==> src/rtl/alarm_seq.sv <==
// ---------------------------------------------------------------------------
// alarm_seq : alarm ring / snooze sequencer
//
// Watches the running time of day and, when it reaches the programmed alarm
// time at second zero (on a 1 Hz tick, alarm armed), starts a ring episode.
// A ring episode ends on a stop key, on an auto-stop timeout, or moves into
// a snooze period on a snooze key while snoozes remain. A snooze period
// returns to ringing after its timeout. Disarming the alarm always returns
// to idle.
//
// Ports
//   clk            system clock, all state on rising edge
//   rst_n          asynchronous active-low reset
//   tick_1hz       one-cycle pulse per second
//   cur_hour/min/sec  current time of day
//   alm_hour/min   alarm time
//   alarm_en       alarm armed (level)
//   key_stop       one-cycle stop key pulse
//   key_snooze     one-cycle snooze key pulse
//   alarm_ringing  high while ringing
//   buzzer         buzzer drive, 1 s on / 1 s off while ringing
//   snooze_active  high while snoozing
//   snooze_left    snoozes remaining for the current alarm event
//   state          FSM state: IDLE=00, RINGING=01, SNOOZE=10
//
// Handshake: there are no valid/ready channels; tick_1hz, key_stop and
// key_snooze are single-cycle event pulses sampled on the rising clock edge.
// Within one cycle the precedence is: alarm disarm, stop, snooze, timeout.
// ---------------------------------------------------------------------------
module alarm_seq #(
  parameter int RING_SEC   = 60,
  parameter int SNOOZE_SEC = 300,
  parameter int MAX_SNOOZE = 3
) (
  input  logic       clk,
  input  logic       rst_n,
  input  logic       tick_1hz,
  input  logic [4:0] cur_hour,
  input  logic [5:0] cur_min,
  input  logic [5:0] cur_sec,
  input  logic [4:0] alm_hour,
  input  logic [5:0] alm_min,
  input  logic       alarm_en,
  input  logic       key_stop,
  input  logic       key_snooze,
  output logic       alarm_ringing,
  output logic       buzzer,
  output logic       snooze_active,
  output logic [1:0] snooze_left,
  output logic [1:0] state
);

  typedef enum logic [1:0] {
    ST_IDLE    = 2'b00,
    ST_RINGING = 2'b01,
    ST_SNOOZE  = 2'b10,
    ST_BAD     = 2'b11
  } state_t;

  localparam logic [8:0] RING_LIM   = 9'(RING_SEC);
  localparam logic [8:0] SNOOZE_LIM = 9'(SNOOZE_SEC);
  localparam logic [1:0] SNZ_INIT   = 2'(MAX_SNOOZE);
  localparam logic [8:0] SEC_MAX    = 9'h1FF;

  state_t     r_state;
  state_t     w_state_nxt;
  logic [8:0] r_sec_cnt;
  logic [8:0] w_sec_cnt_nxt;
  logic [1:0] r_snooze_left;
  logic [1:0] w_snooze_left_nxt;

  logic       w_match;
  logic [8:0] w_sec_inc;

  // Alarm time hit: only at second zero on a tick, so a stopped alarm
  // cannot fire again within the same minute.
  assign w_match = alarm_en && tick_1hz &&
                   (cur_hour == alm_hour) &&
                   (cur_min  == alm_min)  &&
                   (cur_sec  == 6'd0);

  // Saturating seconds increment.
  assign w_sec_inc = (r_sec_cnt == SEC_MAX) ? r_sec_cnt : (r_sec_cnt + 9'd1);

  // -------------------------------------------------------------------------
  // Next-state logic
  // -------------------------------------------------------------------------
  always_comb begin
    w_state_nxt       = r_state;
    w_sec_cnt_nxt     = r_sec_cnt;
    w_snooze_left_nxt = r_snooze_left;

    case (r_state)
      ST_IDLE: begin
        // Keys are deliberately ignored here; only a match leaves idle.
        if (w_match) begin
          w_state_nxt       = ST_RINGING;
          w_sec_cnt_nxt     = 9'd0;
          w_snooze_left_nxt = SNZ_INIT;
        end
      end

      ST_RINGING: begin
        if (!alarm_en || key_stop) begin
          w_state_nxt   = ST_IDLE;
          w_sec_cnt_nxt = 9'd0;
        end else if (key_snooze) begin
          // Out of snoozes: the snooze key behaves like stop.
          if (r_snooze_left != 2'd0) begin
            w_state_nxt       = ST_SNOOZE;
            w_snooze_left_nxt = r_snooze_left - 2'd1;
          end else begin
            w_state_nxt = ST_IDLE;
          end
          w_sec_cnt_nxt = 9'd0;
        end else if (tick_1hz) begin
          if (w_sec_inc == RING_LIM) begin
            w_state_nxt   = ST_IDLE;
            w_sec_cnt_nxt = 9'd0;
          end else begin
            w_sec_cnt_nxt = w_sec_inc;
          end
        end
      end

      ST_SNOOZE: begin
        // The snooze key has no meaning while already snoozing.
        if (!alarm_en || key_stop) begin
          w_state_nxt   = ST_IDLE;
          w_sec_cnt_nxt = 9'd0;
        end else if (tick_1hz) begin
          if (w_sec_inc == SNOOZE_LIM) begin
            w_state_nxt   = ST_RINGING;
            w_sec_cnt_nxt = 9'd0;
          end else begin
            w_sec_cnt_nxt = w_sec_inc;
          end
        end
      end

      default: begin
        // Unused encoding: recover to idle on the next edge.
        w_state_nxt   = ST_IDLE;
        w_sec_cnt_nxt = 9'd0;
      end
    endcase
  end

  // -------------------------------------------------------------------------
  // State registers
  // -------------------------------------------------------------------------
  always_ff @(posedge clk or negedge rst_n) begin
    if (!rst_n) begin
      r_state       <= ST_IDLE;
      r_sec_cnt     <= 9'd0;
      r_snooze_left <= SNZ_INIT;
    end else begin
      r_state       <= w_state_nxt;
      r_sec_cnt     <= w_sec_cnt_nxt;
      r_snooze_left <= w_snooze_left_nxt;
    end
  end

  // -------------------------------------------------------------------------
  // Outputs: pure decodes of registered state, so reset silences the
  // buzzer immediately and no input reaches an output combinationally.
  // The counter is zero on ring entry, so the buzzer starts in its on phase.
  // -------------------------------------------------------------------------
  assign alarm_ringing = (r_state == ST_RINGING);
  assign snooze_active = (r_state == ST_SNOOZE);
  assign buzzer        = alarm_ringing && !r_sec_cnt[0];
  assign snooze_left   = r_snooze_left;
  assign state         = r_state;

endmodule

==> config.mk <==
export PLATFORM = sky130hd
export DESIGN_NAME = alarm_seq
export DESIGN_NICKNAME = d
export VERILOG_FILES = /design/src/rtl/alarm_seq.sv
export SDC_FILE = /design/constraint.sdc
export NUM_CORES = 1
export LEC_CHECK = 0
export CAP_MARGIN = 20
export CORE_ASPECT_RATIO = 1.5
export CORE_MARGIN = 2
export CORE_UTILIZATION = 40
export DETAILED_ROUTE_END_ITERATION = 8
export PLACE_DENSITY_LB_ADDON = 0.08
export SLEW_MARGIN = 20
export SYNTH_ARGS = -nofsm -noshare
export SYNTH_HDL_FRONTEND = slang
export SYNTH_SLANG_ARGS = --single-unit
==> constraint.sdc <==
create_clock -name clk -period 7.15 [get_ports clk]
set_input_delay 1.43 -clock clk [delete_from_list [all_inputs] [get_ports clk]]
set_output_delay 1.43 -clock clk [all_outputs]
set_load 0.03 [all_outputs]
==> impl_metrics.yaml <==
clock_tree:
  postCtsSetupBuffers: 0
  insertion_delay_ns: 0.24
  clock_path_buffers: 2
  clkSlewWorstSetupHoldPaths_ns: 0.06
  cts_sinks: 13
  htreeDepth: 1
  cts_tree: "yes"
  hold_buffers: 0
  clockRootBuffer: "clkbuf_8"
  ctsResizeCount: 0
  cts_buffers: 3
setup_path:
  cp_top_family: "compound AO/OA/AOI/OAI gates"
  r2r_cells: 8
  crit_fanout: 16
  required_ns: 7.28
  path_class: "in -> reg"
  crit_arrival_ns: 3.75
  path_cells: "clkdlybuf4s50_1, xor2_1, nor4_1, nand4_1, o31ai_2, o21ai_2, o21bai_2, mux2_2"
  crit_path_top_delay_cell: "o31ai_2"
  cp-start-kind: "primary input"
  cp_num_buf_inv: 1
  worstReg2RegStart: "r_sec_cnt[0]"
  cp.depth: 8
  end_kind: "register"
  cp_slowest_stage_delay_ns: 0.42
  critical_path.startpoint: "alm_min[2]"
run:
  cap_viol_max_count: 0
synth:
  ys.warnings.count: 0
  async_flop_share_pct: 100
  synthDistinctLibCells: 44
  synth_area_sq_um: 1200
  synth_edf_count: 0
  avgSynthCellArea_sq_um: 8.63
  ys_ff_latch: 13
  synth.most_common_cell: "nor2_1"
  synthTopCellsByCount: "nor2_1 (16), dfrtp_1 (11), a21oi_1 (9), nand4_1 (8), xnor2_1 (8)"
  synth_top_area_cell: "dfrtp_1"
  synth-seq-area-share_pct: 27.3
  syn-instance-count: 139
  yosysTopAreaCellShare_pct: 22.9
  ys.flop_type: "dfrtp_1"
  netlist_top_cells_area: "dfrtp_1 (23%), ha_1 (6.3%), xnor2_1 (5.8%), nor2_1 (5.0%), dfstp_2 (4.4%)"
  synth_nets: 179
floorplan:
  core_region_area_sq_um: 2880
  initial_core_util_pct: 41.6
  die_h_um: 71.1
  io_pins: 41
  dieArea_sq_um: 3460
  rows: 24
  die_w_um: 48.7
min_path:
  min_from: "snooze_left[1]"
  hold_depth: 2
  hold_path.class: "reg -> reg"
finish:
  drive_gt1_share_pct: 9.04
  layout.cells.non_filler: 216
  fin_area_sq_um: 1660
  antennaDiodeCount: 0
  syn_to_final_growth_pct: 38.6
  nets: 218
power:
  p_per_area_nw_per_um2: 227
  power_w: 0.000377
  ir_drop_uv: 193
  p_leak_nw: 0.703
routing:
  avgViaCountPerCell: 5.65
  drc: 0
  wire_per_inst_um: 14.6
  routed_wirelength_mm: 3.15
  ant_nets: 0
  dr.pass1.iters: 4
  vias: 1220
  dr.first_iter.drc_count: 34
sta:
  post-route-period-util_pct: 50.7
  tightestPinTransition_ns: 0.627
  setup_tns_ns: 0
  worst_slew_margin_rel_pct: 58.1
  rsz0062_at_grt: "no"
  final-hold-violation-count: 0
  setup_viol: 0
  fin_crit_ns: 3.62
  skew_ns: 0.00605
  slew_violations: 0
  fmax_ghz: 0.276
grt:
  antenna_found_initial: 0
  grt_max_degree: 17
  grt.total_usage_pct: 19.9
  grt_pass1_wl_mm: 5.55
  grt_overflow_total: 0
  grt_pass1_vias: 1331
placement:
  io_buffers: 40
  dp_cells: 212
  globalplace.congestion: 0.867
  dp_hpwl_mm: 2.59
  dpl_cell_area_sq_um: 1620
status:
  status: "finished clean"
metal layers:
layer  GRT usage, %  vias up  wire length (um)  part of all wire [%]
li1               -      580                 -                     -
met1           19.6      590              1140                    36
met2           39.1       41              1780                    56
met3           4.01        9               157                   5.0
met4           8.89        0                77                   2.4
met5              0        -                 0                     0
kinds of logic after synthesis:
family	synth area share, %
simple gates	24.8
compound gates	22.8
xor+xnor	10.2
buf+inv	4.80
flops	27.3
fa+ha+maj	6.26
mux	3.75
stage by stage:
| step | hold WS (ns) | worst slack [ns] | util (%) |
|---|---|---|---|
| floorplan | 0.563 | 4.14 | - |
| global placement | 0.514 | 3.35 | 56.1 |
| detailed placement | 0.520 | 3.27 | 56.1 |
| CTS | 0.529 | 3.54 | 57.7 |
| global route | 0.556 | 3.39 | 57.7 |
| finish | 0.530 | 3.53 | 57.7 |
where the power goes:
part / total (W) / leakage (nW) / internal, W / switching, W
combinational: 0.000209 / 0.508 / 0.0000911 / 0.000118
clock: 0.0000658 / 0.0228 / 0.0000393 / 0.0000265
sequential: 0.000103 / 0.172 / 0.0000892 / 0.0000133
total: 0.000377 / 0.703 / 0.000220 / 0.000158
worst paths after layout:
check                      slack [ns]              to
setup / recovery                 3.53    r_sec_cnt[0]
hold / removal                   0.53  snooze_left[1]
setup reg to reg                 4.44    r_sec_cnt[0]
hold reg to reg                  0.53  snooze_left[1]
max in group asynchronous        5.16        state[0]
min in group asynchronous        1.57    r_sec_cnt[6]
state kept, by name (all words and copies together), names as in the netlist:
register / count
snooze_left: 2
state: 2
r_sec_cnt: 9
final cells by class:
cell class | count | area (sq um)
well taps | 39 | 48.8
flip-flops and latches | 13 | 328
multi-input cells | 113 | 815
inverters | 7 | 26.3
repair buffers | 40 | 400
clock buffers | 4 | 45.0
fillers | 282 | 1220
layout by cell type (no fill, tap or decap), types with 2 or more instances in the layout:
master / netlist / final
a21oi_1: 9 / 9
a31oi_1: 2 / 2
and3b_1: 2 / 2
clkbuf_8: 0 / 3
clkdlybuf4s50_1: 0 / 40
dfrtp_1: 11 / 11
dfstp_2: 2 / 2
ha_1: 6 / 6
inv_1: 7 / 7
mux2i_1: 2 / 2
nand2_1: 6 / 6
nand2b_1: 3 / 3
nand3_1: 6 / 6
nand4_1: 8 / 8
nor2_1: 16 / 16
nor2b_1: 2 / 2
nor3_1: 2 / 2
nor4_1: 2 / 2
o21ai_0: 4 / 4
o22a_1: 6 / 6
o22ai_1: 2 / 2
o32ai_2: 2 / 2
xnor2_1: 8 / 8
xor2_1: 6 / 6
worst min-delay path, delay by kind of cell (launching register included):
| kind | cells | cell delay (ns) |
|---|---|---|
| compound gates | 1 | 0.05 |
| simple gates | 1 | 0.10 |
| flops | 1 | 0.38 |
No activity file was read; power rests on OpenSTA's default activity.
